**config.mk**
```make
export PLATFORM = sky130hd
export DESIGN_NAME = led_driver
export DESIGN_NICKNAME = d
export VERILOG_FILES = /design/src/rtl/led_driver.sv
export SDC_FILE = /design/constraint.sdc
export NUM_CORES = 1
export LEC_CHECK = 0
export ABC_AREA = 1
export BUFFER_PORTS_ARGS = -buffer_cell sky130_fd_sc_hd__buf_4
export CORE_AREA = 2 2 89 82
export DETAILED_ROUTE_END_ITERATION = 8
export DIE_AREA = 0 0 91 84
export PLACE_DENSITY = 0.8
export SYNTH_ARGS = -nofsm -noshare
export SYNTH_HDL_FRONTEND = slang
export SYNTH_SLANG_ARGS = --single-unit
```
**constraint.sdc**
```tcl
create_clock -name input_clk -period 1.7 [get_ports input_clk]
set_input_delay 0.085 -clock input_clk [delete_from_list [all_inputs] [get_ports input_clk]]
set_output_delay 0.085 -clock input_clk [all_outputs]
set_load 0.005 [all_outputs]
```
**src/rtl/led_driver.sv**
```systemverilog
// Multi-channel active-low LED driver with per-channel off/on/blink/PWM modes.
// Config writes are buffered in one pending slot and committed at PWM period boundaries.
module led_driver #(
  parameter int unsigned N_LEDS   = 3,
  parameter int unsigned PRESCALE = 16777216,
  parameter int unsigned PWM_W    = 8,
  parameter int unsigned CHAN_W   = (N_LEDS > 1) ? $clog2(N_LEDS) : 1
) (
  input  logic              input_clk,
  input  logic              input_rst_n,
  input  logic              cfg_valid,
  output logic              cfg_ready,
  input  logic [CHAN_W-1:0] cfg_chan,
  input  logic [1:0]        cfg_mode,
  input  logic [PWM_W-1:0]  cfg_duty,
  output logic [N_LEDS-1:0] leds
);

  localparam int unsigned PRE_W = $clog2(PRESCALE);
  localparam logic [PRE_W-1:0] PRE_MAX = PRE_W'(PRESCALE - 1);

  typedef enum logic [1:0] {
    ModeOff   = 2'd0,
    ModeOn    = 2'd1,
    ModeBlink = 2'd2,
    ModePwm   = 2'd3
  } mode_e;

  logic [PRE_W-1:0]  r_pre;
  logic              r_phase;
  logic [PWM_W-1:0]  r_pwm;

  logic              r_pending;
  logic [CHAN_W-1:0] r_pend_chan;
  mode_e             r_pend_mode;
  logic [PWM_W-1:0]  r_pend_duty;

  mode_e             r_mode [N_LEDS];
  logic [PWM_W-1:0]  r_duty [N_LEDS];

  logic              w_tick;
  logic              w_accept;
  logic              w_commit;
  logic [N_LEDS-1:0] w_on;

  assign w_tick    = (r_pre == PRE_MAX);
  assign cfg_ready = ~r_pending;
  assign w_accept  = cfg_valid && cfg_ready;
  // Commit on the last PWM count so the new setting owns the whole next period.
  assign w_commit  = r_pending && (r_pwm == '1);

  always_ff @(posedge input_clk or negedge input_rst_n) begin
    if (!input_rst_n) begin
      r_pre   <= '0;
      r_phase <= 1'b0;
      r_pwm   <= '0;
    end else begin
      r_pre   <= w_tick ? '0 : r_pre + PRE_W'(1);
      r_phase <= w_tick ? ~r_phase : r_phase;
      r_pwm   <= r_pwm + PWM_W'(1);
    end
  end

  always_ff @(posedge input_clk or negedge input_rst_n) begin
    if (!input_rst_n) begin
      r_pending   <= 1'b0;
      r_pend_chan <= '0;
      r_pend_mode <= ModeOff;
      r_pend_duty <= '0;
    end else if (w_accept) begin
      r_pending   <= 1'b1;
      r_pend_chan <= cfg_chan;
      r_pend_mode <= mode_e'(cfg_mode);
      r_pend_duty <= cfg_duty;
    end else if (w_commit) begin
      r_pending   <= 1'b0;
    end
  end

  // Out-of-range channel indices match no entry, so such a commit is a no-op.
  always_ff @(posedge input_clk or negedge input_rst_n) begin
    if (!input_rst_n) begin
      for (int i = 0; i < int'(N_LEDS); i++) begin
        r_mode[i] <= ModeOff;
        r_duty[i] <= '0;
      end
    end else if (w_commit) begin
      for (int i = 0; i < int'(N_LEDS); i++) begin
        if (r_pend_chan == CHAN_W'(i)) begin
          r_mode[i] <= r_pend_mode;
          r_duty[i] <= r_pend_duty;
        end
      end
    end
  end

  always_comb begin
    w_on = '0;
    for (int i = 0; i < int'(N_LEDS); i++) begin
      unique case (r_mode[i])
        ModeOff:   w_on[i] = 1'b0;
        ModeOn:    w_on[i] = 1'b1;
        ModeBlink: w_on[i] = r_phase;
        ModePwm:   w_on[i] = (r_pwm < r_duty[i]);
        default:   w_on[i] = 1'b0;
      endcase
    end
  end

  always_ff @(posedge input_clk or negedge input_rst_n) begin
    if (!input_rst_n) begin
      leds <= '1;
    end else begin
      leds <= ~w_on;
    end
  end

endmodule

```
Word level (Yosys, flattened, before mapping)
Index checks and enable logic that the tools add are counted.

operators by class
  add/sub/neg operators = 2
  $lt $le $gt $ge = 3
  eq/ne operators = 13
  multiplexer cells = 6
  bitwise operators = 3
  reduce and logical (&&, ||, !) cells = 10

operators with widths
  kind                                            number
  adder 24 x 1 -> 24 bit (second input constant)  1
  == test 24 bit (second input constant)          1
  < comparator 8 bit                              3
  2-to-1 mux 24 bit                               1
  == test 2 bit (second input constant)           7
  one-hot mux 1 bit (4 select lines)              3
  adder 8 x 1 -> 8 bit (second input constant)    1
  == test 2 x 1 -> 1 bit (second input constant)  4
  == test 8 bit (second input constant)           1
  zero test 2 bit                                 4
  AND reduction 2 bit                             3
  inverter 3 bit                                  1
  logical AND 1 bit                               2
  2-to-1 mux 1 bit                                2
  inverter 1 bit                                  2
  nonzero test 2 bit                              1

storage, ports and cells
  bits in registers = 79
  output and inout bits = 4
  word-level logic and storage cells = 51

Longest topological paths before layout
Gate-level depths: netlist of run 1.

  depth after elaboration = 4
  depth in mapped cells = 10
  mapped depth without buffers = 10

Worst setup path before layout of run 1
No wires, ideal clock.

  path kind = input to register
  from = input r_pre[0]
  to = register r_pre[15]
  library setup time = 0.119 ns
  data arrival time = 1.316 ns
  required time = 1.581 ns
  path slack = 0.265 ns
  stages on the path = 10
  buffers on the path = 1
  path through = dfrtp_1 -> ha_1 -> nand2_2 -> nor2_4 -> nand2_4 -> nor2_4 -> nand2_2 -> clkinv_2 -> buf_12 -> nor2_2

between the ends
  word-level cells in the longest chain between the ends = 2
  elaborated cells on any way between the ends = 3
  classes of those cells = add/sub: 1; eq/ne: 1; mux: 1

RTL lines
  item                                                             line    RTL
  from (decl)                                                      29      logic [PRE_W-1:0] r_pre;
  adder 24 x 1 -> 24 bit / == test 24 bit (equally long branches)  58, 46
  2-to-1 mux 24 bit *                                              58      r_pre <= w_tick ? '0 : r_pre + PRE_W'(1);

Every way passes the cells marked *; elsewhere a longest branch is shown, timed or not.
A chain may end at the register's enable or synchronous reset.

Worst setup path after layout of run 1
  from = input r_pwm[1]
  to = register r_duty[12] (netlist bit)

between the ends
  word-level cells in the longest chain between the ends = 3

RTL lines
  item                                  line  RTL
  from (decl)                           31    logic [PWM_W-1:0] r_pwm;
  == test 8 bit                         50    assign w_commit = r_pending && (r_pwm == '1);
  logical AND 1 bit                     50
  AND reduction 2 bit (no source line)  --
  to (signal, indexed assignment)       91    r_duty[i] <= r_pend_duty;
  to (decl)                             39    logic [PWM_W-1:0] r_duty [N_LEDS];

Every way passes these cells.

==> metrics.yaml, run 1 <==
yosys:
  synth_area_mm2: 0.00400
  syn_nets: 511
  synth_edf_count: 0
  ys_seq_area_share_pct: 49.5
  yosys.area.top_type_share_pct: 47.5
  ys_warn_count: 0
  yosys.area.top_type: "dfrtp_1"
  synth_commonest_cells: "nand2_1, dfrtp_1, inv_1"
  yosysMostFrequentCell: "nand2_1"
  synth_area_leaders: "dfrtp_1, nand2_1, ha_1"
  postSynthCellCount: 473
  synth_flop_cell: "dfrtp_1"
  ys_ff_latch: 79
  avgSynthCellArea_um2: 8.46
  ys_async_sr_fraction_pct: 100
  synth_cell_types: 26
clocking:
  clockBufferDepth: 2
  htreeDepth: 3
  clock_latency_ns: 0.35
  cts_tree: "built"
  cts-root-buf: "clkbuf_8"
  cts_sinks: 79
  clk_pin_slew_ns: 0.08
  cts_made_buffers: 9
timing:
  finalMaxSlewViolations: 0
  period_share_pct: 92.5
  fmax_mhz: 636
  tightest_slew_ns: 0.358
  rsz0062_at_grt: "no"
  fin_setup_tns_ns: 0
  slew_headroom_pct: 76.1
  finalSetupViolations: 0
  period_needed_ns: 1.57
  clock_skew_ns: 0.00928
  final-hold-violation-count: 0
layout:
  syn_to_final_growth_pct: 14.0
  nets: 548
  layout-drive-gt1-share_pct: 12.5
  n_antenna_cell: 0
grt:
  grt_max_degree: 54
  track_usage_pct: 22.3
  grt-ovfl-total: 0
  antenna_found_initial: 0
  grt_pass1_vias: 2925
  grt_first_pass_wirelength_um: 13500
die:
  die-width_um: 91
  rows: 29
  die_area_mm2: 0.00764
  die_y_um: 84
  ioPinCount: 19
  start_util_pct: 58.7
  core-area_mm2: 0.00682
routing:
  firstDrtPassIters: 5
  wl_um: 7730
  remaining_drc_errors: 0
  drtAntennaViolNets: 0
  vias_per_cell: 4.95
  wl_per_cell_um: 12.7
  drt_iter0_drc: 200
  via_count: 3004
pwr:
  p_seq_share_pct: 55.5
  power_density_mw_per_mm2: 760
  power.internal_uw: 2720
  clockPowerShare_pct: 40.1
  combPwrFrac_pct: 4.4
  swShare_pct: 21.6
  ir_drop_uv: 593
  switchingPower_uw: 750
  p_leak_uw: 0.00225
  totalPowerFinal_uw: 3470
setup_path:
  cp-start-kind: "register"
  crit_start: "r_pwm[1]"
  crit_path_max_fanout: 20
  setup.worst_path.end: "r_duty[12]"
  required_ns: 1.93
  worstSetupPathType: "reg -> reg"
  cp-end-kind: "register"
  r2r_end: "r_duty[12]"
  worst_ep_arrival_time_ns: 1.80
  worst_r2r_path_depth: 7
  r2r_setup_slack_ns: 0.13
  r2r_start: "r_pwm[1]"
place:
  routabilityCongestion: 0.886
  io_buffers: 18
  hpwlAfterDp_um: 5600
run_status:
  status: "complete, no violations"
run:
  maxCapViolCount: 0
hold_path:
  hold_path_class: "in -> reg"
[through the flow]
stage	instances	hold WS (ns)	setup WS (ns)	util (%)	instance area, µm²
3_5_place_dp	581	0.0206	0.118	62.3	4250
5_1_grt	607	0.00396	0.0245	66.9	4560
6_report	607	0.00312	0.128	66.9	4560
4_1_cts	607	0.00286	0.111	66.8	4560
2_1_floorplan	473	-0.211	0.265	-	4000
3_3_place_gp	581	0.0221	0.135	62.3	4250
[state kept, by name, indices dropped and copies added (netlist names)]
register	cells
r_pend_chan	2
r_pend_mode	2
r_mode	6
r_phase	1
leds	3
r_pend_duty	8
r_pwm	8
r_pre	24
r_duty	24
r_pending	1
[kinds of logic after synthesis]
family	synth area share, %
flip-flops	49.5
AO/OA/AOI/OAI	7.63
adder cells (fa/ha/maj)	7.19
AND/OR/NAND/NOR	22.2
buffers and inverters	8.28
XOR/XNOR	5.25
[power groups by stage]
| stage | clock network [µW] | registers [µW] | logic, µW |
|---|---|---|---|
| 2_1_floorplan | 0 | 1960 | 46.6 |
| 5_1_grt | 1490 | 1920 | 174 |
| 4_1_cts | 1410 | 1920 | 156 |
| 6_report | 1390 | 1920 | 154 |
| 3_3_place_gp | 0 | 1960 | 134 |
| 3_5_place_dp | 0 | 1960 | 136 |
[what timing repair did]
item                                    4_1_cts  5_1_grt
hold buffers                                 11        0
buffers inserted                              0        0
endpoints found under the hold margin        36        0
resized for setup                             0        2
endpoints found under the setup margin        0        9
[worst max-delay path: stages, from the launching register on]
cell and delay (ns):
dfrtp_1 0.43, ha_1 0.21, nand2_1 0.07, nor2_2 0.22, nand4_1 0.13, buf_4 0.23, nand2_1 0.09, o21ai_1 0.07
[area by class of cell]
| type | instances | area [µm²] |
|---|---|---|
| Clock buffer | 12 | 155 |
| Clock inverter | 3 | 42.5 |
| Fill cell | 563 | 2260 |
| Inverter | 72 | 273 |
| Multi-Input combinational cell | 313 | 1690 |
| Sequential cell | 79 | 1980 |
| Tap cell | 93 | 116 |
| Timing Repair Buffer | 35 | 303 |
[worst min-delay path by stage]
| stage | from | cells after the start | slack (ns) | end |
|---|---|---|---|---|
| floorplan | input_rst_n | 0 | -0.21 | r_duty[0] |
| global placement | input_rst_n | 1 | 0.02 | r_pwm[0] |
| detailed placement | input_rst_n | 1 | 0.02 | r_pwm[3] |
| CTS | cfg_duty[2] | 3 | 0.003 | r_pend_duty[2] |
| global route | cfg_duty[2] | 3 | 0.004 | r_pend_duty[2] |
| finish | cfg_duty[2] | 3 | 0.003 | r_pend_duty[2] |
[cell usage in the layout, fill, tap and decap left out, types with 14 or more instances in the layout]
master,count
buf_4,23
o21ai_1,30
dfrtp_1,75
nand3_1,14
a21oi_1,21
nand2_1,122
xor2_1,19
nor2_1,47
ha_1,23
inv_1,70
[metal layers]
metal	track usage [%]	wire length [µm]	share of wire [%]	up-vias
met4	7.16	129	1.7	0
li1	-	-	-	1537
met3	5.06	217	2.8	15
met2	37.2	3820	49	44
met1	29.2	3560	46	1408
met5	0	0	0	-
(Power assumes the default switching activity.)
==> run 2, diff against run 1 <==
- ABC_AREA: 1 -> unset
- CORE_AREA: 2 2 89 82 -> 2 2 87 81
- DIE_AREA: 0 0 91 84 -> 0 0 89 83
- PLACE_DENSITY: 0.8 -> 0.79
==> run 2 against run 1 <==
  * The run now ends with negative setup slack left
  * Synthesized cell count shrank 32%
  * First-iteration DRC count shrank 24%
  * Area after synthesis shrank 4.7%
  * Sequential cell count is the same
  * Non-clock buffer count grew 47
  * Critical endpoint is now r_mode[2]
  * Setup slack lost 0.40 ns
  * Critical path depth shrank 1
  * Via count shrank 8.3%
  * Critical path type unchanged
  * Sequential share of layout area shrank 3.6 points
  * Clock skew shrank 0.0028 ns
  * Worst hold slack gained 0.20 ns
==> metrics.yaml, run 2 <==
pwr:
  switchingPower_uw: 766  # was 750 µW
  power.internal_uw: 2750  # was 2720 µW
  clockPowerShare_pct: 40.2  # was 40.1%
  swShare_pct: 21.8  # was 21.6%
  combPwrFrac_pct: 3.8  # was 4.4%
  p_leak_uw: 0.00233  # was 0.00225 µW
  power_density_mw_per_mm2: 709  # was 760 mW/mm²
  totalPowerFinal_uw: 3520  # was 3470 µW
  ir_drop_uv: 608  # was 593 µV
  p_seq_share_pct: 56.0  # was 55.5%
die:
  rows: 28  # was 29
  core-area_mm2: 0.00645  # was 0.00682 mm²
  die_area_mm2: 0.00739  # was 0.00764 mm²
  die-width_um: 89  # was 91 µm
  start_util_pct: 59.2  # was 58.7%
  ioPinCount: 19  # unchanged
  die_y_um: 83  # was 84 µm
yosys:
  ys_seq_area_share_pct: 51.9  # was 49.5%
  yosysMostFrequentCell: "dfrtp_1"  # was nand2_1
  ys_async_sr_fraction_pct: 100  # unchanged
  synth_commonest_cells: "dfrtp_1, mux2_2, inv_1"  # was nand2_1, dfrtp_1, inv_1
  synth_flop_cell: "dfrtp_1"  # unchanged
  syn_nets: 360  # was 511
  synth_cell_types: 39  # was 26
  yosys.area.top_type_share_pct: 49.9  # was 47.5%
  synth_edf_count: 0  # unchanged
  ys_warn_count: 0  # unchanged
  postSynthCellCount: 322  # was 473
  synth_area_leaders: "dfrtp_1, mux2_2, ha_1"  # was dfrtp_1, nand2_1, ha_1
  yosys.area.top_type: "dfrtp_1"  # unchanged
  ys_ff_latch: 79  # unchanged
  synth_area_mm2: 0.00381  # was 0.00400 mm²
  avgSynthCellArea_um2: 11.8  # was 8.46 µm²
timing:
  period_share_pct: 116  # was 92.5%
  clock_skew_ns: 0.00644  # was 0.00928 ns
  final.setup.worst_slack_ns: -0.267  # was 0.128 ns
  period_needed_ns: 1.97  # was 1.57 ns
  slew_headroom_pct: 71.8  # was 76.1%
  fmax_mhz: 508  # was 636 MHz
  rsz0062_at_grt: "yes"  # was no
  final-hold-violation-count: 0  # unchanged
  finalSetupViolations: 31  # was 0
  finalMaxSlewViolations: 0  # unchanged
  tightest_slew_ns: 0.419  # was 0.358 ns
layout:
  n_antenna_cell: 0  # unchanged
  stdcell_area_mm2: 0.00497  # was 0.00456 mm²
  top_regs: "r_duty x24, r_pre x24"  # unchanged
  layout_common_cells: "dfrtp_1, buf_4, inv_1"  # was nand2_1, dfrtp_1, inv_1
  nets: 447  # was 548
  syn_to_final_growth_pct: 30.2  # was 14.0%
  layout-drive-gt1-share_pct: 35.7  # was 12.5%
  mostFrequentLayoutCell: "dfrtp_1"  # was nand2_1
grt:
  antenna_found_initial: 0  # unchanged
  grt_max_degree: 53  # was 54
  track_usage_pct: 23.7  # was 22.3%
  grt-ovfl-total: 0  # unchanged
  grt_first_pass_wirelength_um: 13300  # was 13500 µm
  grt_pass1_vias: 2824  # was 2925
place:
  routabilityCongestion: 0.850  # was 0.886
  placed_area_mm2: 0.00442  # was 0.00425 mm²
  io_buffers: 18  # unchanged
  hpwlAfterDp_um: 5360  # was 5600 µm
routing:
  vias_per_cell: 5.46  # was 4.95
  wl_per_cell_um: 16.0  # was 12.7 µm
  drtAntennaViolNets: 0  # unchanged
  via_count: 2754  # was 3004
  remaining_drc_errors: 0  # unchanged
  drt_iter0_drc: 152  # was 200
  firstDrtPassIters: 4  # was 5
  wl_um: 8040  # was 7730 µm
setup_path:
  required_ns: 1.94  # was 1.93 ns
  crit_chain: "ha_2 -> nand3_2 -> or4_4 -> nor3b_4 -> buf_6 -> mux2_4"  # was ha_1 -> nand2_1 -> nor2_2 -> nand4_1 -> buf_4 -> nand2_1 -> o21ai_1
  crit_buf_inv: 1  # unchanged
  crit_start: "r_pwm[1]"  # unchanged
  critPathSlowestCell: "or4_4"  # was dfrtp_1
  r2r_start: "r_pwm[1]"  # unchanged
  critical_path.top_delay_family: "simple AND/OR/NAND/NOR gates"  # unchanged
  crit_path_max_fanout: 6  # was 20
  cp-start-kind: "register"  # unchanged
  max_stage_delay_ns: 0.49  # was 0.43 ns
  cp-end-kind: "register"  # unchanged
  worstSetupPathType: "reg -> reg"  # unchanged
  worst_ep_arrival_time_ns: 2.20  # was 1.80 ns
clocking:
  cts_tree: "built"  # unchanged
  cts_made_buffers: 9  # unchanged
  clock_latency_ns: 0.35  # about the same
  htreeDepth: 3  # unchanged
  clk_pin_slew_ns: 0.08  # about the same
  clockBufferDepth: 2  # unchanged
  cts_sinks: 79  # unchanged
  cts-root-buf: "clkbuf_8"  # unchanged
run:
  maxCapViolCount: 0  # unchanged
run_status:
  violations: "negative setup slack"
  status: "complete, but fails checks"  # was complete, no violations
hold_path:
  hold_path_class: "in -> async"  # was in -> reg
## run 2: cell count changes after synthesis, moves of 6 or more
| cell | delta |
|---|---|
| a21oi_1 | -11 |
| and3_1 | +6 |
| inv_1 | -43 |
| mux2_2 | +42 |
| nand2_1 | -105 |
| nor2_1 | -29 |
| nor2_2 | -12 |
| o21ai_1 | -30 |
| xnor2_1 | +8 |
| xor2_1 | -8 |
## run 2: power groups by stage
stage	Sequential, µW	Clock (µW)	Combinational (µW)
5_1_grt	1980	1530	149
4_1_cts	1970	1450	134
3_3_place_gp	2000	0	102
6_report	1970	1410	133
2_1_floorplan	1980	0	36.4
3_5_place_dp	2000	0	106
## run 2: final timing paths
check | end | cells after the start | slack (ns)
hold / removal | r_duty[22] | 2 | 0.20
min in group input_clk | r_pre[18] | 1 | 0.47
setup reg to reg | r_mode[2] | 6 | -0.27
setup / recovery | r_mode[2] | 6 | -0.27
hold reg to reg | r_pre[18] | 1 | 0.47
max in group asynchronous | r_pre[7] | 3 | 0.91
## run 2: area by class of cell
| class | instances | area [µm²] |
|---|---|---|
| clock buffers | 13 | 159 |
| flip-flops and latches | 79 | 1980 |
| clock inverters | 3 | 42.5 |
| inverters | 27 | 101 |
| fillers | 403 | 1480 |
| well taps | 90 | 113 |
| multi-input cells | 210 | 1890 |
| repair buffers | 82 | 682 |
## run 2: logic make-up (layout without fill, tap and decap cells)
| group | after synthesis | count (layout) | share of synthesized area (%) |
|---|---|---|---|
| buffers and inverters | 33 | 125 | 3.35 |
| adder cells (fa/ha/maj) | 23 | 23 | 7.54 |
| AND/OR/NAND/NOR | 91 | 91 | 14.1 |
| multiplexers | 45 | 45 | 13.2 |
| AO/OA/AOI/OAI | 27 | 27 | 4.43 |
| XOR/XNOR | 24 | 24 | 5.51 |
| flip-flops | 79 | 79 | 51.9 |
## run 2: through the flow
step           TNS (ns)  std cells  util (%)  hold WS (ns)  setup slack, ns
5_1_grt           -9.33        504      77.0         0.233           -0.351
2_1_floorplan     -7.54        322         -        -0.211           -0.254
3_5_place_dp      -6.20        467      68.6        0.0238           -0.267
3_3_place_gp      -4.96        467      68.6        0.0239           -0.219
4_1_cts           -6.42        500      75.7         0.195           -0.263
6_report          -6.28        504      77.0         0.202           -0.267
## run 2: per-layer routing
layer | part of all wire [%] | vias up | track usage [%]
met5 | 0 | - | 0
met4 | 1.8 | 0 | 7.60
met1 | 45 | 1394 | 31.7
li1 | - | 1299 | -
met2 | 49 | 47 | 37.3
met3 | 3.6 | 14 | 6.56
## run 2: what timing repair did
action / in CTS / in global routing
gates cloned: 0 / 0
hold buffers: 14 / 0
endpoints found under the hold margin: 40 / 0
gates resized for setup: 23 / 9
endpoints found under the setup margin: 37 / 47
buffers inserted: 3 / 4
pin swaps: 2 / 2
==> run 3, diff against run 2 <==
- CORE_AREA: 2 2 87 81 -> 2 2 91 85
- DIE_AREA: 0 0 89 83 -> 0 0 93 87
- PLACE_DENSITY: 0.79 -> 0.76
- clock period: 1.7 -> 1.6 ns (I/O delays scaled with it)
==> run 3 against run 2 <==
  * Utilization is 3.5 points lower
  * Global-route usage is 1.5 points lower
  * Cell area is 6.8% higher
  * Register-to-register slack worse by 0.08 ns
  * Setup slack worse by 0.083 ns
  * Sequential power is 6% higher
  * The run still ends with negative setup slack left
  * Final cell count is 4.2% higher
  * Critical endpoint is now r_mode[3]
  * Via count is 2.1% higher
  * Highest routed layer unchanged
  * Wire length is 11% higher
  * First-iteration DRC count is 58% higher
==> metrics.yaml, run 3 (synthesized netlist as in run 2, its figures left out) <==
run_status:
  status: "complete, but fails checks"  # unchanged
  violations: "negative setup slack"  # unchanged
timing:
  finalMaxSlewViolations: 0  # unchanged
  period_needed_ns: 1.95  # was 1.97 ns
  fin_setup_tns_ns: -10.58  # was -6.28 ns
  final-hold-violation-count: 0  # unchanged
  tightest_slew_ns: 0.427  # was 0.419 ns
  period_share_pct: 122  # was 116%
  final.setup.worst_slack_ns: -0.350  # was -0.267 ns
  rsz0062_at_grt: "yes"  # unchanged
  slew_headroom_pct: 71.5  # was 71.8%
  finalSetupViolations: 43  # was 31
  fmax_mhz: 513  # was 508 MHz
  clock_skew_ns: 0.0123  # was 0.00644 ns
layout:
  syn_to_final_growth_pct: 39.0  # was 30.2%
  top_regs: "r_duty x24, r_pre x24"  # unchanged
  stdcell_count: 525  # was 504
  nets: 462  # was 447
  mostFrequentLayoutCell: "dfrtp_1"  # unchanged
  n_antenna_cell: 0  # unchanged
  layout_common_cells: "dfrtp_1, buf_4, mux2_4"  # was dfrtp_1, buf_4, inv_1
  fin_util_pct: 73.6  # was 77.0%
  layout-drive-gt1-share_pct: 43.6  # was 35.7%
run:
  maxCapViolCount: 0  # unchanged
setup_path:
  crit_buf_inv: 1  # unchanged
  r2r_start: "r_pwm[1]"  # unchanged
  r2r_end: "r_mode[3]"  # was r_mode[2]
  required_ns: 1.84  # was 1.94 ns
  worstSetupPathType: "reg -> reg"  # unchanged
  setup.worst_path.end: "r_mode[3]"  # was r_mode[2]
  worst_ep_arrival_time_ns: 2.19  # was 2.20 ns
  critical_path.top_delay_family: "simple AND/OR/NAND/NOR gates"  # unchanged
  crit_path_max_fanout: 5  # was 6
  crit_chain: "ha_2 -> nand3_2 -> or4_4 -> nor3b_4 -> buf_6 -> mux2_4"  # unchanged
  crit_start: "r_pwm[1]"  # unchanged
  cp-start-kind: "register"  # unchanged
  worst_r2r_path_depth: 6  # unchanged
  max_stage_delay_ns: 0.47  # was 0.49 ns
  cp-end-kind: "register"  # unchanged
  cp.depth: 6  # unchanged
  critPathSlowestCell: "or4_4"  # unchanged
  r2r_setup_slack_ns: -0.35  # was -0.27 ns
die:
  core-area_mm2: 0.00721  # was 0.00645 mm²
  die_area_mm2: 0.00809  # was 0.00739 mm²
  start_util_pct: 52.9  # was 59.2%
  ioPinCount: 19  # unchanged
  rows: 30  # was 28
  die_y_um: 87  # was 83 µm
  die-width_um: 93  # was 89 µm
pwr:
  power_density_mw_per_mm2: 704  # was 709 mW/mm²
  p_leak_uw: 0.00242  # was 0.00233 µW
  ir_drop_uv: 553  # was 608 µV
  totalPowerFinal_uw: 3730  # was 3520 µW
clocking:
  cts_made_buffers: 9  # unchanged
  htreeDepth: 3  # unchanged
  cts_tree: "built"  # unchanged
  clock_latency_ns: 0.35  # about the same
  cts-root-buf: "clkbuf_8"  # unchanged
  cts_sinks: 79  # unchanged
  clockBufferDepth: 2  # unchanged
  clk_pin_slew_ns: 0.09  # was 0.08 ns
place:
  routabilityCongestion: 0.831  # was 0.850
  dp.cells: 478  # was 467
  hpwlAfterDp_um: 5740  # was 5360 µm
  io_buffers: 18  # unchanged
grt:
  track_usage_pct: 22.2  # was 23.7%
  grt-ovfl-total: 0  # unchanged
  grt_pass1_vias: 2787  # was 2824
  grt_max_degree: 35  # was 53
  grt_first_pass_wirelength_um: 13700  # was 13300 µm
  antenna_found_initial: 0  # unchanged
routing:
  via_count: 2813  # was 2754
  remaining_drc_errors: 0  # unchanged
  firstDrtPassIters: 4  # unchanged
  drt_iter0_drc: 240  # was 152
  vias_per_cell: 5.36  # was 5.46
  drtAntennaViolNets: 0  # unchanged
  wl_um: 8940  # was 8040 µm
  wl_per_cell_um: 17.0  # was 16.0 µm
hold_path:
  hold_path_class: "in -> async"  # unchanged
==> run 3: timing repair <==
item / CTS / global route
pin swaps: 5 / 19
setup endpoints to repair: 50 / 53
resized for setup: 35 / 44
hold endpoints to repair: 42 / 0
hold buffers: 14 / 0
setup buffers: 5 / 12
==> run 3: layout make-up <==
cell class	instances	area, µm²
clock buffers	10	128
clock inverters	6	71.3
fillers	477	1910
inverters	27	101
multi-input cells	210	2080
flip-flops and latches	79	1980
well taps	96	120
repair buffers	97	821
==> run 3: routing by layer <==
layer | track usage, % | vias up | wire [µm]
li1 | - | 1334 | -
met1 | 30.7 | 1421 | 4090
met2 | 36.2 | 48 | 4490
met3 | 4.50 | 10 | 246
met4 | 5.75 | 0 | 118
met5 | 0 | - | 0
==> run 3: how the worst min path moves through the flow <==
stage | start | end | slack (ns)
2_1_floorplan | input_rst_n | r_duty[0] | -0.22
3_3_place_gp | input_rst_n | r_pend_duty[0] | 0.04
3_5_place_dp | input_rst_n | r_pend_duty[0] | 0.05
4_1_cts | input_rst_n | r_duty[9] | 0.20
5_1_grt | input_rst_n | r_duty[9] | 0.25
6_report | input_rst_n | r_pend_duty[4] | 0.22
==> run 3: report_power, final <==
part	internal, µW	switching, µW
Combinational	85.8	58.6
Clock	729	766
Sequential	2030	60.3
==> run 3: stage by stage <==
| stage | cell area [µm²] | setup slack (ns) | hold WS, ns |
|---|---|---|---|
| floorplan | 3880 | -0.354 | -0.216 |
| global placement | 4470 | -0.315 | 0.0352 |
| detailed placement | 4470 | -0.353 | 0.0468 |
| CTS | 5010 | -0.328 | 0.201 |
| global route | 5300 | -0.430 | 0.253 |
| finish | 5300 | -0.350 | 0.223 |
